## config.mk

```make
export PLATFORM = sky130hd
export DESIGN_NAME = tmds_gearbox_10to2
export DESIGN_NICKNAME = d
export VERILOG_FILES = /design/src/rtl/tmds_gearbox_10to2.sv
export SDC_FILE = /design/constraint.sdc
export NUM_CORES = 1
export LEC_CHECK = 0
export CORE_ASPECT_RATIO = 0.6
export CORE_MARGIN = 2
export CORE_UTILIZATION = 45
export DETAILED_ROUTE_END_ITERATION = 7
export DONT_BUFFER_PORTS = 1
export GPL_TIMING_DRIVEN = 0
export PLACE_DENSITY_LB_ADDON = 0.12
export SYNTH_ARGS = -nofsm -noshare
export SYNTH_HDL_FRONTEND = slang
export SYNTH_SLANG_ARGS = --single-unit
```

## constraint.sdc

```tcl
create_clock -name hclkin -period 4.1 [get_ports hclkin]
set_input_delay 0.41 -clock hclkin [delete_from_list [all_inputs] [get_ports hclkin]]
set_output_delay 0.41 -clock hclkin [all_outputs]
set_load 0.1 [all_outputs]
```

## src/rtl/tmds_gearbox_10to2.sv

```systemverilog
`default_nettype none
// ============================================================================
//  Module   : tmds_gearbox_10to2
//  Summary  : Fast-clock TMDS gearbox. Loads one 2*DIV-bit word per lane
//             every DIV fast cycles and emits it LSB-first as rise/fall bit
//             pairs for DDR output cells. It produces its own word_req load
//             strobe, counts underruns (loads made without valid data) and
//             supports a one-cycle phase slip on a calib rising edge.
//  Options  : GEARBOX_PRBS_EN adds a prbs_mode input and a PRBS7 word source
//             (x^7+x^6+1, seed 7'h7F).
//  Revision : 1.0 - initial release
// ============================================================================
module tmds_gearbox_10to2 #(
    parameter int                 NUM_LANES = 3,
    parameter int                 DIV       = 5,
    parameter logic [2*DIV-1:0]   IDLE_WORD = 10'b1101010100
) (
    input  logic                          hclkin,
    input  logic                          resetn,
    input  logic [NUM_LANES*2*DIV-1:0]    data_in,
    input  logic                          data_valid,
    output logic                          word_req,
    input  logic                          calib,
    output logic [NUM_LANES-1:0]          dout_rise,
    output logic [NUM_LANES-1:0]          dout_fall,
    output logic [7:0]                    underrun_cnt
`ifdef GEARBOX_PRBS_EN
    ,
    input  logic                          prbs_mode
`endif
);

    localparam int               c_WORD_W  = 2 * DIV;
    localparam int               c_PH_W    = (DIV > 1) ? $clog2(DIV) : 1;
    localparam logic [c_PH_W-1:0] c_PH_LAST = c_PH_W'(DIV - 1);

    logic [c_PH_W-1:0]              ph_q, ph_d;
    logic                           word_req_q, word_req_d;
    logic                           calib_q, calib_d;
    logic                           slip_q, slip_d;
    logic [7:0]                     underrun_q, underrun_d;
    logic [NUM_LANES*c_WORD_W-1:0]  sh_q, sh_d;

    logic                           w_load;
    logic                           w_calib_rise;
    logic                           w_prbs_sel;
    logic [c_WORD_W-1:0]            w_prbs_word;
    logic [c_WORD_W-1:0]            w_lane_word;

`ifdef GEARBOX_PRBS_EN
    logic [6:0] prbs_q, prbs_d;
    logic [6:0] w_prbs_next;

    // Unroll the PRBS7 recurrence over one word; bit 0 is the first generated bit
    always_comb begin
        w_prbs_next = prbs_q;
        w_prbs_word = '0;
        for (int i = 0; i < c_WORD_W; i++) begin
            w_prbs_word[i] = w_prbs_next[6] ^ w_prbs_next[5];
            w_prbs_next    = {w_prbs_next[5:0], w_prbs_next[6] ^ w_prbs_next[5]};
        end
        prbs_d     = w_load ? w_prbs_next : prbs_q;
        w_prbs_sel = prbs_mode;
    end

    // Generator state advances by one word on every load
    always_ff @(posedge hclkin or negedge resetn) begin
        if (!resetn) begin
            prbs_q <= 7'h7F;
        end else begin
            prbs_q <= prbs_d;
        end
    end
`else
    assign w_prbs_sel  = 1'b0;
    assign w_prbs_word = '0;
`endif

    // Phase sequencing, slip handling, lane load/shift and underrun counting
    always_comb begin
        ph_d        = ph_q;
        slip_d      = slip_q;
        underrun_d  = underrun_q;
        sh_d        = sh_q;
        w_lane_word = '0;
        calib_d     = calib;

        w_calib_rise = calib & ~calib_q;
        // A pending slip at the last phase postpones the load by one cycle
        w_load       = (ph_q == c_PH_LAST) && !slip_q;

        if (slip_q) begin
            ph_d   = ph_q;
            slip_d = 1'b0;
        end else if (ph_q == c_PH_LAST) begin
            ph_d = '0;
        end else begin
            ph_d = ph_q + c_PH_W'(1);
        end

        // Edges seen while a slip is already pending are dropped
        if (w_calib_rise && !slip_q) begin
            slip_d = 1'b1;
        end

        for (int l = 0; l < NUM_LANES; l++) begin
            if (w_prbs_sel) begin
                w_lane_word = w_prbs_word;
            end else if (data_valid) begin
                w_lane_word = data_in[l*c_WORD_W +: c_WORD_W];
            end else begin
                w_lane_word = IDLE_WORD;
            end
            if (w_load) begin
                sh_d[l*c_WORD_W +: c_WORD_W] = w_lane_word;
            end else begin
                sh_d[l*c_WORD_W +: c_WORD_W] = sh_q[l*c_WORD_W +: c_WORD_W] >> 2;
            end
        end

        if (w_load && !data_valid && !w_prbs_sel && (underrun_q != 8'hFF)) begin
            underrun_d = underrun_q + 8'd1;
        end

        // Registered strobe tracks the phase the next cycle will have
        word_req_d = (ph_d == c_PH_LAST);
    end

    // State registers; reset aborts any word in flight
    always_ff @(posedge hclkin or negedge resetn) begin
        if (!resetn) begin
            ph_q       <= '0;
            word_req_q <= 1'b0;
            calib_q    <= 1'b0;
            slip_q     <= 1'b0;
            underrun_q <= 8'd0;
            sh_q       <= '0;
        end else begin
            ph_q       <= ph_d;
            word_req_q <= word_req_d;
            calib_q    <= calib_d;
            slip_q     <= slip_d;
            underrun_q <= underrun_d;
            sh_q       <= sh_d;
        end
    end

    assign word_req     = word_req_q;
    assign underrun_cnt = underrun_q;

    generate
        for (genvar g = 0; g < NUM_LANES; g++) begin : g_lane_out
            assign dout_rise[g] = sh_q[g*c_WORD_W];
            assign dout_fall[g] = sh_q[g*c_WORD_W + 1];
        end
    endgenerate

endmodule
`default_nettype wire

```

======== Word level (Yosys, flattened, before mapping) ========
Index checks and enable logic that the tools add are counted.
operators by class
  add/subtract/negate cells ............... 2
  equal/unequal tests ..................... 3
  multiplexer cells ....................... 9
  bitwise gates (word level) .............. 2
  reduce and logical (&&, ||, !) cells .... 6
operator list
  cell                 number
  $mux 10              6
  $add 8x1->8 const B  1
  $ne 8x8->1 const B   1
  $eq 3x3->1 const B   2
  $mux 3               2
  $logic_and 1x1->1    4
  $add 3x1->3 const B  1
  $logic_not 1->1      2
  $and 1x1->1          1
  $mux 1               1
  $not 1->1            1
word-level totals
  flip-flop bits (word level) ............. 44
  input bits .............................. 34
  output and inout port bits .............. 15
  logic and storage cells ................. 28

======== Logic depth before layout (Yosys ltp) ========
Gate-level depths: netlist of run 1.
  word-level depth ........................ 4
  mapped depth ............................ 8

======== Worst setup path after synthesis of run 1 ========
OpenSTA, ideal clock, no wires.
  kind .................................... flip-flop to flip-flop
  start point ............................. reg underrun_q[0], in the netlist underrun_cnt[0]
  end point ............................... reg underrun_q[1], in the netlist underrun_cnt[1]
  arrival time ............................ 1.993 ns
  required time ........................... 3.974 ns
  path slack .............................. 1.982 ns
  stages on the path, launching flop included .. 5
  path buffers ............................ 0
  cell sequence ........................... dfrtp_1 > ha_1 > nand4_1 > o21a_4 > mux2_2
on the way
  longest elaborated chain between the ends .. 2
ends and longest elaborated chain
  item                                                                 line  RTL
  start, declared                                                      41    logic [7:0] underrun_q, underrun_d;
  start signal, assigned                                               143   underrun_q <= underrun_d;
  parallel branches: the longest is 2 deep, another holds $add 8x1->8  n/a
Parallel ways; which one is timed is not known.
A chain may end at the register's enable or synchronous reset.

======== Worst setup path after layout of run 1 ========
Ends and elaborated chain as after synthesis.

==> results of run 1 <==
area by class of cell:
| cell class | count | area (um^2) | area share [%] |
|---|---|---|---|
| Sequential cell | 44 | 1100 | 52.7 |
| Multi-Input combinational cell | 111 | 623 | 29.8 |
| Buffer | 17 | 111 | 5.33 |
| Clock buffer | 6 | 72.6 | 3.48 |
| Tap cell | 50 | 62.6 | 3.00 |
| Inverter | 12 | 45.0 | 2.16 |
| Timing Repair Buffer | 2 | 37.5 | 1.80 |
| Clock inverter | 2 | 35.0 | 1.68 |
cell usage in the layout, fill, tap and decap left out, types with 2 or more instances in the layout:
cell type,count
dfrtp_1,44
nand2_1,39
nand3_1,17
nor2_1,14
inv_1,12
a31oi_1,9
clkbuf_1,7
a21o_1,7
buf_4,6
clkbuf_8,5
nand4_1,4
xnor2_1,4
buf_6,3
o21ai_0,3
ha_1,3
buf_2,2
nor3b_1,2
mux2_2,2
where the power goes:
group	internal, mW	leakage (nW)	total (mW)	switching, mW
Clock	0.181	0.0552	0.320	0.139
Combinational	0.147	0.462	0.481	0.335
Sequential	0.561	0.587	0.741	0.180
Total	0.889	1.10	1.54	0.654
flip-flops by register name, indices dropped and copies added (netlist names):
signal        count
slip_q            1
word_req          1
underrun_cnt      8
ph_q              3
sh_q             30
calib_q           1
through the flow:
stage	setup WS [ns]	total power, mW	cells
5_1_grt	1.82	1.64	244
2_1_floorplan	1.98	1.16	184
3_3_place_gp	1.90	1.21	234
6_report	1.87	1.54	244
4_1_cts	1.87	1.56	244
3_5_place_dp	1.88	1.22	234
critical path, cell delays in order (launching register included):
cell	delay, ns
dfrtp_1	1.01
ha_1	0.33
nand4_1	0.17
o21a_4	0.34
mux2_2	0.27
metal layers:
layer	part of all wire [%]	global-route usage, %	routed length [um]	up-vias
met5	0	0	0	-
met4	0.87	3.85	30	0
met3	7.0	6.13	240	5
met2	43	23.5	1490	34
met1	49	20.1	1670	561
li1	-	-	-	612
worst paths after layout:
path	startpoint	end	slack, ns	cells past startpoint
worst max register to register	underrun_cnt[0]	underrun_cnt[1]	1.87	4
worst max-delay path	underrun_cnt[0]	underrun_cnt[1]	1.87	4
worst min register to register	calib_q	slip_q	0.40	1
max in group asynchronous	resetn	underrun_cnt[4]	3.26	2
min in group asynchronous	resetn	sh_q[26]	0.63	2
worst min-delay path	calib	calib_q	0.15	0
cell families after synthesis:
kind of cell / share of synthesized area (%)
multiplexers: 1.80
adder cells (fa/ha/maj): 2.00
AO/OA/AOI/OAI: 7.78
buffers and inverters: 8.32
XOR/XNOR: 2.33
flip-flops: 58.5
AND/OR/NAND/NOR: 19.2
==> summary.md, run 1 <==
| Metric | Value |
|---|---|
| Status | finished, final reports clean |
| Endpoints failing setup | 0 |
| Async SR Flop Fraction | 100% |
| Vias in the first global route | 1,143 |
| Yosys cell types | 24 |
| DR WL/cell | 14.1 um |
| Initial DRC count | 64 |
| Syn Std Cell Area | 1880 um^2 |
| Clk_lat worst skew | 0.29 ns |
| Ys Warns | 0 |
| Worst-Margin Slew | 1.03 ns |
| Routed via count | 1,212 |
| Final hold slack | 0.147 ns |
| Util after Layout | 51.5% |
| Worst VDD drop | 0.306 mV |
| Lkg Pwr | 1.10 nW |
| Clock sink count | 44 |
| Post-CTS setup buffer count | 0 |
| Layout area overhead | 11.0% |
| Hold Violations, Final | 0 |
| Vias per inst | 4.97 |
| #FFs+latches synth | 44 |
| Nets | 230 |
| # hold bufs at CTS | 2 |
| Count leader, synth | dfrtp_1 |
| Gpl congestion | 0.744 |
| GR Overflow Total | 0 |
| Top-area cell type share of the netlist area | 58.5% |
| Main area contributors after synthesis | dfrtp_1 (59%), nand2_1 (7.8%), nand3_1 (4.5%) |
| Max-capacitance violation count | 0 |
| First-pass GRT wire length | 5260 um |
| DRC errors left | 0 |
| CP Launch Type | flip-flop |
| Worst-path fanout max | 6 |
| Clock root buffer | clkbuf_8 |
| Final TNS setup | 0 ns |
| Clock transition at path regs | 0.08 ns |
| DR pass1 iterations | 4 |
| Die area | 4730 um^2 |
| Post-DP HPWL | 2400 um |
| Slew Limit Fails | 0 |
| Core ar. | 4050 um^2 |
| Main synth FF type | dfrtp_1 |
| Final Instance Area | 2090 um^2 |
| Initial antenna violation count | 0 |
| Number of buffers created by CTS | 5 |
| Synth top cells by count | dfrtp_1 (44), nand2_1 (39), nand3_1 (17) |
| CTS tree | built |
| Fraction of layout cells with a size suffix above 1 | 12.4% |
| Filler cells | 356 |
| Worst EP arrival | 2.40 ns |
| Clock tree buffer depth | 2 |
| Final worst path period share | 54.4% |
| RSZ-0062 raised after global routing | no |
| Number of synthesized flops with an enable pin | 0 |
| Post-cts sizing count | 0 |
| Antenna-violating nets left | 0 |
| Max_slew headroom | 31.5% |
| Peak Freq | 449 MHz |
| PwrDens | 739 nW/um^2 |
| Number of port buffers | 0 |
| Row cnt | 18 |
| Initial Util | 46.4% |
| Critical path capture point type | flip-flop |
| Die Span X | 87.5 um |
| Post-synth top area cell | dfrtp_1 |
| Mapped Nets | 221 |
| # H-tree levels | 2 |
| Sequential-to-total area share from yosys stat | 58.5% |
| CP required | 4.27 ns |
| CP Class | reg -> reg |
| Cells after Synth | 184 |
| I/O pin count | 49 |
| Dpl cell area | 1940 um^2 |
| Hold Crit Class | in -> reg |
| Largest net degree at the start of global routing | 45 |
| Fin crit period | 2.23 ns |
| Syn_area_per_cell | 10.2 um^2 |
| Skew final | 0.00859 ns |
| Gr usage total | 15.2% |
| Inserted Diodes | 0 |
| Die Y | 54.1 um |
| Wirelength, routed | 3430 um |
Power figures use the tool's default switching activity.
==> inputs of run 2 (changes only) <==
==> constraint.sdc (replaced) <==
create_clock -name hclkin -period 2.25 [get_ports hclkin]
set_input_delay 0.225 -clock hclkin [delete_from_list [all_inputs] [get_ports hclkin]]
set_output_delay 0.225 -clock hclkin [all_outputs]
set_load 0.1 [all_outputs]
==> run 2 against run 1 <==
Largest power group unchanged; critical path type unchanged; sequential cell count stayed put; maximum frequency is 7.9% higher; critical path depth down 1; wire length down 0.23%; sequential share of layout area decreased by 0.19 points; core utilization increased by 0.31 points; die area unchanged; clock skew decreased by 0.0022 ns; register-to-register slack lost 1.7 ns.
==> summary.md, run 2 (synthesis gave the netlist of run 1 again) <==
| Metric | Value |
|---|---|
| Fraction of layout cells with a size suffix above 1 | 13.3% |
| CP Class | reg -> reg |
| Clock sink count | 44 |
| Delay-heaviest family, CP | flip-flops |
| Final hold slack | 0.0495 ns |
| Crit path buffers/inverters | 0 |
| Clock tree buffer depth | 2 |
| DR WL/cell | 14.0 um |
| Post-DP HPWL | 2400 um |
| Max reg flops | 30 |
| Critical Path Max Stage Delay | 1.03 ns |
| Hold Path End | sh_q[29] |
| Util after Layout | 51.8% |
| Commonest non-fill, non-tap cells in the layout | dfrtp_1 (42), nand2_1 (39), nand3_1 (17) |
| Gpl congestion | 0.744 |
| Clock transition at path regs | 0.08 ns |
| FF+latch area | 1100 um^2 |
| Core ar. | 4050 um^2 |
| Worst EP arrival | 2.24 ns |
| Critical-path cell list | nand4_1 -> o21a_4 -> mux2_2 |
| Largest net degree at the start of global routing | 45 |
| RSZ-0062 raised after global routing | no |
| Clock root buffer | clkbuf_8 |
| CP required | 2.42 ns |
| I/O pin count | 49 |
| Flop pwr share | 48.1% |
| Net Sw Power | 1.19 mW |
| Hold Violations, Final | 0 |
| PwrDens | 1340 nW/um^2 |
| CTS tree | built |
| Clock share of power | 20.7% |
| Peak Freq | 484 MHz |
| Initial DRC count | 44 |
| Gr usage total | 15.2% |
| PnR worst setup slack | 0.184 ns |
| # H-tree levels | 2 |
| Antenna-violating nets left | 0 |
| First-pass GRT wire length | 5260 um |
| Layout area overhead | 11.7% |
| Max-capacitance violation count | 0 |
| Final TNS setup | 0 ns |
| R2r startpoint | underrun_cnt[2] |
| Number of buffers created by CTS | 5 |
| Worst-path fanout max | 6 |
| Vias in the first global route | 1,143 |
| Sw frac | 42.3% |
| Lkg Pwr | 1.11 nW |
| Slowest-stage cell, CP | dfrtp_1 |
| Routed via count | 1,215 |
| Critical path capture point type | flip-flop |
| Status | finished, final reports clean |
| Fin crit period | 2.07 ns |
| Area of the multi-input gates | 623 um^2 |
| Dpl ws | 0.0272 ns |
| Commonest non-fill, non-tap cell in the layout | dfrtp_1 |
| Slew Limit Fails | 0 |
| Initial antenna violation count | 0 |
| Endpoints failing setup | 0 |
| Wirelength, routed | 3430 um |
| GR Overflow Total | 0 |
| Register-to-register setup slack | 0.18 ns |
| DRC errors left | 0 |
| Top reg by flops | sh_q |
| Worst-Margin Slew | 1.03 ns |
| Die Span X | 87.5 um |
| Final worst path period share | 91.8% |
| Vias per inst | 4.96 |
| Logic pwr share | 31.2% |
| Nets | 231 |
| Row cnt | 18 |
| Worst VDD drop | 0.564 mV |
| Filler cells | 354 |
| CP Launch Type | flip-flop |
| Die Y | 54.1 um |
| Internal power | 1.63 mW |
| Inserted Diodes | 0 |
| Hold depth | 1 |
| Number of port buffers | 0 |
| Die area | 4730 um^2 |
| Max_slew headroom | 31.5% |
| DR pass1 iterations | 4 |
| Skew final | 0.00637 ns |
| Initial Util | 46.4% |
| Hold Crit Class | in -> reg |
| Reg2Reg Depth | 3 |
| Clk_lat worst skew | 0.29 ns |
| Crit Reg-Reg Endpoint | underrun_cnt[1] |
| Post-CTS setup buffer count | 0 |
| Critical hold path startpoint | data_in[29] |
## run 2: changes by cell type in the layout (fill, tap and decap cells not counted)
| cell | change |
|---|---|
| dfrtp_2 | +2 |
| dlygate4sd3_1 | +1 |
| dfrtp_1 | -2 |
## run 2: cell type report
cell class                 count  share of cell area, %
tap                           50                   2.98
clock buffer                   6                   3.45
clock inverter                 2                   1.67
buffer                        17                   5.30
multi-input combinational    111                   29.7
sequential                    44                   52.5
inverter                      12                   2.14
timing repair buffer           3                   2.26
## run 2: how the worst max path moves through the flow
| stage | start | endpoint | depth (start not counted) |
|---|---|---|---|
| after floorplan | underrun_cnt[0] | underrun_cnt[1] | 4 |
| after global placement | underrun_cnt[0] | underrun_cnt[1] | 4 |
| after detailed placement | underrun_cnt[0] | underrun_cnt[1] | 4 |
| after CTS | underrun_cnt[0] | underrun_cnt[1] | 4 |
| after global routing | underrun_cnt[2] | underrun_cnt[1] | 3 |
| final | underrun_cnt[2] | underrun_cnt[1] | 3 |
## run 2: timing repair
item / CTS / global route
resized for setup: 0 / 2
hold buffers: 3 / 0
hold endpoints to repair: 45 / 0
setup endpoints to repair: 0 / 3
## run 2: worst register-to-register path, delay by kind of cell, from the launching register on
| kind | cells | cell delay, ns |
|---|---|---|
| AOI/OAI and AO/OA | 1 | 0.34 |
| DFF | 1 | 1.03 |
| muxes | 1 | 0.27 |
| and+or+nand+nor | 1 | 0.32 |
## run 2: power by group through the flow
stage               combinational, mW  clock (mW)  sequential, mW
global route                    0.960       0.641            1.39
CTS                             0.885       0.605            1.35
global placement                0.835           0            1.36
detailed placement              0.858           0            1.37
floorplan                       0.766           0            1.34
finish                          0.878       0.583            1.36
## run 2: metal layers
metal,wire (um),up-vias,track usage [%]
li1,-,614,-
met1,1670,562,20.1
met2,1500,34,23.5
met3,222,5,6.13
met4,30,0,3.85
met5,0,-,0
## run 2: stage by stage
stage / instance area (um^2) / power (mW) / std cells
2_1_floorplan: 1880 / 2.11 / 184
3_3_place_gp: 1940 / 2.20 / 234
3_5_place_dp: 1940 / 2.23 / 234
4_1_cts: 2100 / 2.84 / 245
5_1_grt: 2100 / 2.99 / 245
6_report: 2100 / 2.82 / 245
